**config.mk**
```make
export PLATFORM = sky130hd
export DESIGN_NAME = uart_rx_axis_master
export DESIGN_NICKNAME = d
export VERILOG_FILES = /design/src/rtl/uart_axis_pkg.sv /design/src/rtl/uart_rx_byte.sv /design/src/rtl/uart_rx_axis_master.sv
export SDC_FILE = /design/constraint.sdc
export NUM_CORES = 1
export LEC_CHECK = 0
export CAP_MARGIN = 20
export CELL_PAD_IN_SITES_DETAIL_PLACEMENT = 0
export CELL_PAD_IN_SITES_GLOBAL_PLACEMENT = 1
export CORE_AREA = 5 5 116 118
export DETAILED_ROUTE_END_ITERATION = 12
export DIE_AREA = 0 0 121 123
export GPL_TIMING_DRIVEN = 0
export PLACE_DENSITY_LB_ADDON = 0.1
export SYNTH_ARGS = -nofsm -noshare
export SYNTH_HDL_FRONTEND = slang
export SYNTH_SLANG_ARGS = --single-unit
export TNS_END_PERCENT = 50
```
**constraint.sdc**
```tcl
create_clock -name M_AXIS_ACLK -period 1.7 [get_ports M_AXIS_ACLK]
set_input_delay 0.34 -clock M_AXIS_ACLK [delete_from_list [all_inputs] [get_ports M_AXIS_ACLK]]
set_output_delay 0.34 -clock M_AXIS_ACLK [all_outputs]
set_load 0.005 [all_outputs]
```
**src/rtl/uart_axis_pkg.sv**
```systemverilog
// uart_axis_pkg: shared types and sizes for the UART-to-AXI-Stream receive path
package uart_axis_pkg;
    typedef enum logic [1:0] {IDLE, START, DATA, STOP} rx_state_t;
    localparam int DATA_BITS      = 8;
    localparam int BYTES_PER_WORD = 4;
endpackage

```
**src/rtl/uart_rx_byte.sv**
```systemverilog
// uart_rx_byte: 8N1 byte receiver with 2-flop synchronizer and mid-bit sampling
module uart_rx_byte
    import uart_axis_pkg::*;
#(
    parameter int CLKS_PER_BIT = 434
) (
    input  logic                 clk,
    input  logic                 rst,
    input  logic                 rxd,
    output logic                 byte_valid,
    output logic [DATA_BITS-1:0] rx_byte,
    output logic                 frame_err
);
    localparam int CW = $clog2(CLKS_PER_BIT);
    localparam int BW = $clog2(DATA_BITS);
    localparam logic [CW-1:0] FULL = CW'(CLKS_PER_BIT - 1);
    localparam logic [CW-1:0] HALF = CW'(CLKS_PER_BIT / 2 - 1);

    logic [1:0]           sync;
    logic                 rxs;
    rx_state_t            state, state_n;
    logic [CW-1:0]        cnt, cnt_n;
    logic [BW-1:0]        bit_idx, bit_idx_n;
    logic [DATA_BITS-1:0] shreg, shreg_n;
    logic                 valid_n, ferr_n;

    assign rxs     = sync[1];
    assign rx_byte = shreg;

    always_ff @(posedge clk) begin
        if (rst) begin
            sync       <= 2'b11;
            state      <= IDLE;
            cnt        <= '0;
            bit_idx    <= '0;
            shreg      <= '0;
            byte_valid <= 1'b0;
            frame_err  <= 1'b0;
        end else begin
            sync       <= {sync[0], rxd};
            state      <= state_n;
            cnt        <= cnt_n;
            bit_idx    <= bit_idx_n;
            shreg      <= shreg_n;
            byte_valid <= valid_n;
            frame_err  <= ferr_n;
        end
    end

    // Half-bit wait in START centres every later sample in its bit cell
    always_comb begin
        state_n   = state;
        cnt_n     = cnt + 1'b1;
        bit_idx_n = bit_idx;
        shreg_n   = shreg;
        valid_n   = 1'b0;
        ferr_n    = 1'b0;
        case (state)
            IDLE: begin
                cnt_n = '0;
                if (!rxs) state_n = START;
            end
            START: if (cnt == HALF) begin
                cnt_n     = '0;
                bit_idx_n = '0;
                state_n   = rxs ? IDLE : DATA;
            end
            DATA: if (cnt == FULL) begin
                cnt_n            = '0;
                shreg_n[bit_idx] = rxs;
                bit_idx_n        = bit_idx + 1'b1;
                if (bit_idx == BW'(DATA_BITS - 1)) state_n = STOP;
            end
            STOP: if (cnt == FULL) begin
                cnt_n   = '0;
                valid_n = rxs;
                ferr_n  = !rxs;
                state_n = IDLE;
            end
            default: state_n = IDLE;
        endcase
    end
endmodule

```
**src/rtl/uart_rx_axis_master.sv**
```systemverilog
// uart_rx_axis_master: packs received UART bytes into 32-bit AXI-Stream beats
module uart_rx_axis_master
    import uart_axis_pkg::*;
#(
    parameter int CLKS_PER_BIT     = 434,
    parameter int WORDS_PER_PACKET = 4
) (
    input  logic        M_AXIS_ACLK,
    input  logic        M_AXIS_ARESET,
    input  logic        rxd,
    output logic        M_AXIS_TVALID,
    input  logic        M_AXIS_TREADY,
    output logic [31:0] M_AXIS_TDATA,
    output logic        M_AXIS_TLAST,
    output logic        frame_err,
    output logic        overrun
);
    localparam int BIW = $clog2(BYTES_PER_WORD);
    localparam int WCW = WORDS_PER_PACKET > 1 ? $clog2(WORDS_PER_PACKET) : 1;

    logic                 byte_valid;
    logic [DATA_BITS-1:0] rx_byte;
    logic [BIW-1:0]       byte_idx;
    logic [WCW-1:0]       word_cnt;
    logic [23:0]          word;
    logic                 last_byte, last_word, slot_free, complete;

    uart_rx_byte #(.CLKS_PER_BIT(CLKS_PER_BIT)) u_rx (
        .clk       (M_AXIS_ACLK),
        .rst       (M_AXIS_ARESET),
        .rxd       (rxd),
        .byte_valid(byte_valid),
        .rx_byte   (rx_byte),
        .frame_err (frame_err)
    );

    assign last_byte = byte_idx == BIW'(BYTES_PER_WORD - 1);
    assign last_word = word_cnt == WCW'(WORDS_PER_PACKET - 1);
    assign slot_free = !M_AXIS_TVALID || M_AXIS_TREADY;
    assign complete  = byte_valid && last_byte;

    // Bytes shift in from the top so the first byte ends up in the low lane
    always_ff @(posedge M_AXIS_ACLK) begin
        if (M_AXIS_ARESET) begin
            M_AXIS_TVALID <= 1'b0;
            M_AXIS_TDATA  <= '0;
            M_AXIS_TLAST  <= 1'b0;
            overrun       <= 1'b0;
            byte_idx      <= '0;
            word_cnt      <= '0;
            word          <= '0;
        end else begin
            overrun <= complete && !slot_free;
            if (frame_err) byte_idx <= '0;
            else if (byte_valid) begin
                byte_idx <= byte_idx + 1'b1;
                word     <= {rx_byte, word[23:8]};
            end
            if (complete && slot_free) begin
                M_AXIS_TVALID <= 1'b1;
                M_AXIS_TDATA  <= {rx_byte, word};
                M_AXIS_TLAST  <= last_word;
                word_cnt      <= last_word ? '0 : word_cnt + 1'b1;
            end else if (M_AXIS_TREADY) M_AXIS_TVALID <= 1'b0;
        end
    end
endmodule

```
==> results of run 1 <==
[cells in the final DEF, fill, tap and decap left out, types with 2 or more instances in the layout]
| cell | synthesis | final |
|---|---|---|
| a21oi_1 | 60 | 60 |
| and3_2 | 2 | 2 |
| and3b_1 | 2 | 2 |
| and4b_1 | 2 | 2 |
| buf_2 | 9 | 9 |
| clkbuf_1 | 19 | 12 |
| clkbuf_16 | 0 | 9 |
| clkbuf_2 | 0 | 7 |
| clkdlybuf4s50_1 | 0 | 39 |
| clkinvlp_4 | 0 | 2 |
| dfxtp_1 | 89 | 86 |
| dfxtp_2 | 0 | 3 |
| ha_1 | 12 | 11 |
| inv_1 | 6 | 5 |
| mux2i_1 | 13 | 13 |
| nand2_1 | 120 | 120 |
| nand2b_1 | 6 | 6 |
| nand3_1 | 5 | 3 |
| nand3_2 | 0 | 2 |
| nand3b_1 | 2 | 2 |
| nand4_1 | 7 | 7 |
| nand4b_1 | 5 | 5 |
| nor2_1 | 11 | 11 |
| nor2_2 | 8 | 8 |
| nor2b_1 | 2 | 2 |
| nor3_1 | 3 | 3 |
| o21ai_4 | 0 | 2 |
| or2_2 | 2 | 2 |
| xnor2_1 | 2 | 2 |
| xor2_1 | 6 | 6 |
[metal layers]
metal  vias to the layer above  track usage  wire (microns)
li1                       1470            -               -
met1                      1317        0.165            4240
met2                        36        0.192            3920
met3                        12       0.0274             291
met4                         0       0.0595             184
met5                         -            0               0
[power groups by stage]
stage / combinational [mW] / clock [mW] / sequential (mW)
after floorplan: 0.0924 / 0 / 2.15
after global placement: 0.133 / 0 / 2.15
after detailed placement: 0.133 / 0 / 2.15
after CTS: 0.134 / 1.92 / 2.10
after global routing: 0.158 / 2.01 / 2.10
final: 0.140 / 1.86 / 2.10
[sequential cells by signal, indices dropped and copies added, names as in the netlist, named ones only]
signal           cells
byte_idx             2
u_rx.frame_err       1
M_AXIS_TVALID        1
u_rx.cnt             9
M_AXIS_TDATA        32
u_rx.bit_idx         3
overrun              1
word_cnt             2
u_rx.byte_valid      1
u_rx.state           1
word                24
u_rx.rx_byte         8
M_AXIS_TLAST         1
u_rx.sync            2
[cell type report]
cell class	count	area, sq um
buffer	29	140
clock buffer	11	243
clock inverter	4	28.8
fill	1302	7840
inverter	6	22.5
multi-input combinational	289	1700
sequential	89	1790
tap	172	215
timing repair buffer	39	390
[worst register-to-register path, delay by kind of cell, from the launching register on]
kind	cells	cell delay, ns
adders and majority gates	1	0.22
buffers and inverters	2	0.31
DFF	1	0.34
muxes	1	0.18
and+or+nand+nor	3	0.41
[stage by stage]
step | worst slack, ns | power (mW)
6_report | 0.0980 | 4.10
5_1_grt | -0.0328 | 4.27
4_1_cts | 0.0149 | 4.16
3_5_place_dp | -0.459 | 2.28
3_3_place_gp | -0.420 | 2.28
2_1_floorplan | 0.157 | 2.24
[cell families (layout without fill, tap and decap cells)]
| group | count (synthesis) | in the layout | share of synthesized area |
|---|---|---|---|
| adder cells (fa/ha/maj) | 12 | 12 | 0.0419 |
| XOR/XNOR | 8 | 8 | 0.0196 |
| multiplexers | 13 | 13 | 0.0363 |
| flip-flops | 89 | 89 | 0.497 |
| AO/OA/AOI/OAI | 68 | 68 | 0.102 |
| buffers and inverters | 35 | 89 | 0.0419 |
| AND/OR/NAND/NOR | 188 | 188 | 0.261 |
[worst paths after layout]
path,start,end,slack (ns),cells after the start
worst max-delay path,u_rx.frame_err$_SDFF_PP0_,frame_err,0.1,1
worst min-delay path,u_rx.sync[0]$_SDFF_PP1_,u_rx.sync[1]$_SDFF_PP1_,0.41,1
worst max register to register,u_rx.state[0]$_SDFFE_PP0P_,u_rx.rx_byte[1]$_SDFFE_PP0P_,0.11,7
worst min register to register,u_rx.sync[0]$_SDFF_PP1_,u_rx.sync[1]$_SDFF_PP1_,0.41,1
[what timing repair did]
action                                  4_1_cts  5_1_grt
endpoints found under the setup margin       33       69
hold buffers                                  0        0
pin swaps                                     0        1
resized for setup                             5       23
==> impl_metrics.tcl, run 1 <==
set metrics [dict create \
    status "complete, no violations" \
    syn_nets 429 \
    hold_violations 0 \
    grt_pass1_vias 2718 \
    critical_path.cell_chain "clkdlybuf4s50_1" \
    fmax_mhz 624 \
    cp-start-kind "flop" \
    max_slew_margin 0.657 \
    crit_type "flop to primary output" \
    clk_latency_ns 0.34 \
    ir_drop_v 0.000360 \
    worstPathMaxFanout 5 \
    p_sw_frac 0.226 \
    synth-seq-cells 89 \
    cts_root_buffer "clkbuf_16" \
    place_inst 624 \
    syn-cell-area_sq_um 3580 \
    cts_tree "built" \
    maxCapViolations 0 \
    grt_pass1_wl_microns 14200 \
    synth_ff_type "dfxtp_1" \
    wire_per_inst_microns 13.5 \
    dp_hpwl_microns 6230 \
    synth.most_common_cell "nand2_1" \
    core_area_sq_um 12400 \
    cp.required_ns 1.36 \
    cts_sinks 89 \
    place.port_buffers 39 \
    final-setup-viol-count 0 \
    final_nets 479 \
    initialDrtViolationCount 144 \
    finish.utilization 0.366 \
    internal_power_mw 3.17 \
    cts_made_buffers 9 \
    path_buf_inv 1 \
    fin_skew_ns 0.00643 \
    dieArea_sq_um 14900 \
    io_pins 40 \
    via_count 2835 \
    p_clk_frac 0.453 \
    fin_area_sq_um 4530 \
    sequentialPowerShare 0.513 \
    crit_path_end_kind "primary output" \
    switchingPower_mw 0.928 \
    worst_pin_slew_ns 0.514 \
    synth.distinct_cells 42 \
    htreeDepth 3 \
    yosysWarnings 0 \
    grt_max_degree 15 \
    finalWirelength_microns 8630 \
    synthCells 413 \
    pwr_density_cell_nw_per_um2 906 \
    setup_tns_ns 0 \
    yosysTopAreaCellShare 0.497 \
    period_minus_slack_ns 1.60 \
    place_area_sq_um 4190 \
    antenna_found_initial 0 \
    yosysTopAreaCell "dfxtp_1" \
    die_x_microns 121 \
    yosysSeqAreaShare 0.497 \
    syn_to_final_growth_pct 26.3 \
    cts_setup_buffers 0 \
    power_frac_comb 0.034 \
    placementRows 41 \
    gp_routability_congestion 0.725 \
    maxSlewViolCount 0 \
    layout-drive-gt1-share 0.133 \
    grt.overflow.total 0 \
    die_height_microns 123 \
    max_stage_delay_ns 0.53 \
    p_leak_nw 1.60 \
    clk_path_buf_depth 2 \
    diodes 0 \
    drc 0 \
    vias_per_cell 4.44 \
    synth_edf_count 0 \
    arrival_ns 1.26 \
    dr.pass1.iters 4 \
    fin_crit_sh 0.942 \
    whs_ns 0.409 \
    async_reset_ff_frac 0 \
    ant_nets 0 \
    stdcell_count 639 \
    critical_path.top_delay_family "buffers and inverters" \
    clk_pin_slew_ns 0.06 \
    syn_area_per_cell_sq_um 8.68 \
    slowest_stage "clkdlybuf4s50_1" \
    rsz0062_at_grt "yes" \
    netlist_top_cells_area "dfxtp_1, nand2_1, a21oi_1" \
    initial_core_util 0.290 \
    yosys-top-cells-count "nand2_1, dfxtp_1, a21oi_1" \
    hold_class "flop to flop" \
    grt_usage 0.124 \
]
(Power assumes the default switching activity.)
==> inputs of run 2 (changes only) <==
--- a/config.mk
+++ b/config.mk
@@ -12,7 +12,7 @@
 export DETAILED_ROUTE_END_ITERATION = 12
 export DIE_AREA = 0 0 121 123
 export GPL_TIMING_DRIVEN = 0
-export PLACE_DENSITY_LB_ADDON = 0.1
+export PLACE_DENSITY_LB_ADDON = 0.05
 export SYNTH_ARGS = -nofsm -noshare
 export SYNTH_HDL_FRONTEND = slang
 export SYNTH_SLANG_ARGS = --single-unit
==> run 2 against run 1 <==
  * Fmax down 0.65%
  * Total power rose by 1.9%
  * Flip-flop and latch count unchanged
  * Clock-buffer cell count grew 1
  * Utilization down 0.061 points
  * Final cell count rose by 0.16%
  * Global-route usage grew 0.17 points
  * Worst hold slack better by 0.0025 ns
  * Critical endpoint is now u_rx.cnt[2]$_SDFF_PP0_
==> impl_metrics.tcl, run 2 (synthesized netlist as in run 1, its figures left out) <==
set metrics [dict create \
    p_sw_frac 0.221 \
    clk_pin_slew_ns 0.06 \
    fmax_mhz 620 \
    vias_per_cell 4.43 \
    wire_per_inst_microns 13.5 \
    place_area_sq_um 4190 \
    fin_crit_sh 0.948 \
    final-setup-viol-count 0 \
    place_inst 624 \
    antenna_found_initial 0 \
    max_slew_margin 0.679 \
    grt_max_degree 15 \
    clk_latency_ns 0.34 \
    period_minus_slack_ns 1.61 \
    crit_type "flop to flop" \
    status "complete, no violations" \
    reg2reg_to "u_rx.cnt[2]$_SDFF_PP0_" \
    largest_reg_flops 32 \
    rsz0062_at_grt "yes" \
    cts_sinks 89 \
    place.port_buffers 39 \
    hold_violations 0 \
    finalWirelength_microns 8670 \
    pwr_density_cell_nw_per_um2 925 \
    worst_pin_slew_ns 0.482 \
    die_x_microns 121 \
    p_clk_frac 0.464 \
    dr.pass1.iters 4 \
    r2r_slack_ns 0.09 \
    cp-start-kind "flop" \
    mostFrequentLayoutCell "nand2_1" \
    cts_tree "built" \
    crit_path_end_kind "flop" \
    rr_startpoint "u_rx.cnt[0]$_SDFF_PP0_" \
    placementRows 41 \
    hold_class "flop to flop" \
    clk_path_buf_depth 2 \
    worstPathMaxFanout 9 \
    largestRegisters "M_AXIS_TDATA x32, word x24, u_rx.cnt x9" \
    layout-drive-gt1-share 0.139 \
    syn_to_final_growth_pct 26.1 \
    fin_skew_ns 0.00668 \
    final_cell_mix "nand2_1, dfxtp_1, a21oi_1" \
    fin_area_sq_um 4520 \
    switchingPower_mw 0.924 \
    dieArea_sq_um 14900 \
    io_pins 40 \
    diodes 0 \
    final_nets 479 \
    htreeDepth 3 \
    initial_core_util 0.290 \
    grt_pass1_wl_microns 14700 \
    stdcell_count 640 \
    gp_routability_congestion 0.784 \
    power_frac_comb 0.033 \
    whs_ns 0.411 \
    cp-endpoint "u_rx.cnt[2]$_SDFF_PP0_" \
    cp.required_ns 1.93 \
    maxSlewViolCount 0 \
    ant_nets 0 \
    arrival_ns 1.84 \
    top_register "M_AXIS_TDATA" \
    hold_buffers 0 \
    dp_hpwl_microns 6370 \
    cts_root_buffer "clkbuf_16" \
    drc 0 \
    hold_depth 1 \
    die_height_microns 123 \
    via_count 2832 \
    reg2regPathDepth 6 \
    cts_made_buffers 9 \
    ir_drop_v 0.000421 \
    hp-start "u_rx.sync[0]$_SDFF_PP1_" \
    grt_pass1_vias 2860 \
    sequentialPowerShare 0.503 \
    grt_usage 0.126 \
    maxCapViolations 0 \
    p_leak_nw 1.63 \
    internal_power_mw 3.25 \
    initialDrtViolationCount 102 \
    grt.overflow.total 0 \
    timing.critical_path.from "u_rx.cnt[0]$_SDFF_PP0_" \
    core_area_sq_um 12400 \
]
-- run 2: stage by stage --
| step | setup WS [ns] | power [mW] | utilization | setup TNS (ns) |
|---|---|---|---|---|
| floorplan | 0.157 | 2.24 | - | 0 |
| global placement | -0.380 | 2.28 | 0.339 | -23.04 |
| detailed placement | -0.379 | 2.28 | 0.339 | -22.82 |
| CTS | 0.0178 | 4.25 | 0.363 | 0 |
| global route | -0.0391 | 4.36 | 0.365 | -0.243 |
| finish | 0.0876 | 4.18 | 0.365 | 0 |
-- run 2: final cells by class --
class	instances	area, sq um
Inverter	6	22.5
Clock buffer	12	267
Clock inverter	4	26.3
Tap cell	172	215
Sequential cell	89	1790
Timing Repair Buffer	39	390
Fill cell	1314	7850
Buffer	29	146
Multi-Input combinational cell	289	1670
-- run 2: worst min path at each step --
stage                              end  slack (ns)
2_1_floorplan  u_rx.sync[1]$_SDFF_PP1_        0.39
3_3_place_gp   u_rx.sync[1]$_SDFF_PP1_        0.40
3_5_place_dp   u_rx.sync[1]$_SDFF_PP1_        0.40
4_1_cts        u_rx.sync[1]$_SDFF_PP1_        0.42
5_1_grt        u_rx.sync[1]$_SDFF_PP1_        0.44
6_report       u_rx.sync[1]$_SDFF_PP1_        0.41
-- run 2: repair_timing --
action	4_1_cts	5_1_grt
gates resized for setup	6	24
setup buffers	0	0
pin swaps	0	0
setup endpoints to repair	35	77
-- run 2: worst max-delay path, stage by stage, from the launching register on --
cell and delay [ns]:
dfxtp_2 0.40, ha_1 0.23, nand4bb_4 0.14, o21ai_2 0.28, a311o_1 0.23, buf_6 0.17, nor2_4 0.05
-- run 2: power groups by stage --
stage	Sequential (mW)	Clock, mW	Combinational, mW
5_1_grt	2.10	2.10	0.155
2_1_floorplan	2.15	0	0.0924
3_5_place_dp	2.15	0	0.136
6_report	2.10	1.94	0.136
4_1_cts	2.10	2.01	0.137
3_3_place_gp	2.15	0	0.135
-- run 2: metal layers --
metal / global-route usage / up-vias / share of wire
li1: - / 1478 / -
met1: 0.168 / 1305 / 0.50
met2: 0.198 / 35 / 0.45
met3: 0.0215 / 14 / 0.028
met4: 0.0595 / 0 / 0.021
met5: 0 / - / 0
==> inputs of run 3 (changes only) <==
--- a/config.mk
+++ b/config.mk
@@ -13,6 +13,7 @@
 export DIE_AREA = 0 0 121 123
 export GPL_TIMING_DRIVEN = 0
 export PLACE_DENSITY_LB_ADDON = 0.05
+export SKIP_CTS_REPAIR_TIMING = 1
 export SYNTH_ARGS = -nofsm -noshare
 export SYNTH_HDL_FRONTEND = slang
 export SYNTH_SLANG_ARGS = --single-unit
==> run 3 against run 2 <==
  * Global-route usage hardly changed
  * Fmax grew 0.20%
  * Clock power about the same
  * Via count is 0.74% higher
  * Worst hold slack hardly changed
  * Non-clock buffer count unchanged
  * Critical path depth shrank 2
  * Design area increased by 0.19%
  * Critical endpoint is now word[3]$_SDFFE_PP0P_
==> impl_metrics.tcl, run 3 (synthesized netlist as in run 1, its figures left out) <==
set metrics [dict create \
    dp_hpwl_microns 6370 \
    mostFrequentLayoutCell "nand2_1" \
    pre_cts_slack_ns -0.379 \
    fmax_mhz 621 \
    status "complete, no violations" \
    critical_path.top_delay_family "buffers and inverters" \
    worstPathMaxFanout 10 \
    htreeDepth 3 \
    cp.required_ns 1.90 \
    cp-start-kind "input pin" \
    fin_crit_sh 0.947 \
    top_register "M_AXIS_TDATA" \
    initial_core_util 0.290 \
    clk_latency_ns 0.34 \
    clk_pin_slew_ns 0.06 \
    place.port_buffers 39 \
    largest_reg_flops 32 \
    slowest_stage "clkdlybuf4s50_1" \
    wire_per_inst_microns 13.5 \
    fin_area_sq_um 4530 \
    maxCapViolations 0 \
    dieArea_sq_um 14900 \
    cts_tree "built" \
    io_pins 40 \
    drc 0 \
    arrival_ns 1.81 \
    initialDrtViolationCount 103 \
    diodes 0 \
    period_minus_slack_ns 1.61 \
    ir_drop_v 0.000420 \
    largestRegisters "M_AXIS_TDATA x32, word x24, u_rx.cnt x9" \
    maxSlewViolCount 0 \
    final-setup-viol-count 0 \
    grt.overflow.total 0 \
    antenna_found_initial 0 \
    pwr_density_cell_nw_per_um2 923 \
    layout-drive-gt1-share 0.132 \
    final_nets 479 \
    fin_skew_ns 0.00642 \
    max_stage_delay_ns 0.52 \
    core_area_sq_um 12400 \
    grt_usage 0.126 \
    grt_pass1_wl_microns 14700 \
    gp_routability_congestion 0.784 \
    die_x_microns 121 \
    fin_ws_ns 0.0908 \
    crit_path_end_kind "flop" \
    place_area_sq_um 4190 \
    placementRows 41 \
    clk_path_buf_depth 2 \
    cts_root_buffer "clkbuf_16" \
    ant_nets 0 \
    final_cell_mix "nand2_1, dfxtp_1, a21oi_1" \
    crit_type "input pin to flop" \
    critical_path.cell_chain "clkdlybuf4s50_1 -> clkbuf_1 -> clkbuf_1 -> a21oi_1" \
    syn_to_final_growth_pct 26.3 \
    p_leak_nw 1.62 \
    via_count 2853 \
    cts_made_buffers 9 \
    finalWirelength_microns 8640 \
    worst_pin_slew_ns 0.591 \
    max_slew_margin 0.606 \
    grt_pass1_vias 2862 \
    crit_top_cell "clkbuf_1" \
    hold_class "flop to flop" \
    die_height_microns 123 \
    grt_max_degree 15 \
    finish.utilization 0.366 \
    dr.pass1.iters 4 \
    hold_violations 0 \
    path_buf_inv 3 \
    cts_sinks 89 \
    vias_per_cell 4.46 \
    rsz0062_at_grt "yes" \
]
[run 3: cell counts in the layout (fill, tap and decap cells not counted)]
No cell type changed its count.
[run 3: routing by layer]
layer / up-vias / track usage / routed length, microns / share of wire
met1: 1325 / 0.169 / 4250 / 0.49
met2: 40 / 0.198 / 3960 / 0.46
li1: 1475 / - / - / -
met3: 13 / 0.0215 / 243 / 0.028
met4: 0 / 0.0595 / 187 / 0.022
met5: - / 0 / 0 / 0
[run 3: final cells by class]
cell class | count | area [sq um]
Fill cell | 1314 | 7840
Tap cell | 172 | 215
Inverter | 6 | 22.5
Multi-Input combinational cell | 289 | 1680
Buffer | 29 | 141
Clock inverter | 4 | 26.3
Clock buffer | 12 | 267
Sequential cell | 89 | 1790
Timing Repair Buffer | 39 | 390
[run 3: through the flow]
| stage | hold WS [ns] | power (mW) | setup TNS, ns | instances |
|---|---|---|---|---|
| after floorplan | 0.389 | 2.24 | 0 | 413 |
| after global placement | 0.400 | 2.28 | -23.04 | 624 |
| after detailed placement | 0.396 | 2.28 | -22.82 | 624 |
| after CTS | 0.415 | 4.24 | -0.934 | 640 |
| after global routing | 0.437 | 4.36 | -0.822 | 640 |
| final | 0.411 | 4.18 | 0 | 640 |
[run 3: final timing paths]
path,from,to,slack [ns],depth (start not counted)
setup / recovery,M_AXIS_ARESET,word[3]$_SDFFE_PP0P_,0.09,4
hold / removal,u_rx.sync[0]$_SDFF_PP1_,u_rx.sync[1]$_SDFF_PP1_,0.41,1
setup reg to reg,u_rx.state[0]$_SDFFE_PP0P_,u_rx.state[0]$_SDFFE_PP0P_,0.11,6
hold reg to reg,u_rx.sync[0]$_SDFF_PP1_,u_rx.sync[1]$_SDFF_PP1_,0.41,1
[run 3: power by group]
| group | total, mW | internal (mW) | switching, mW |
|---|---|---|---|
| Clock | 1.94 | 1.11 | 0.829 |
| Sequential | 2.10 | 2.09 | 0.00957 |
| Combinational | 0.137 | 0.0511 | 0.0855 |
| Total | 4.18 | 3.25 | 0.924 |
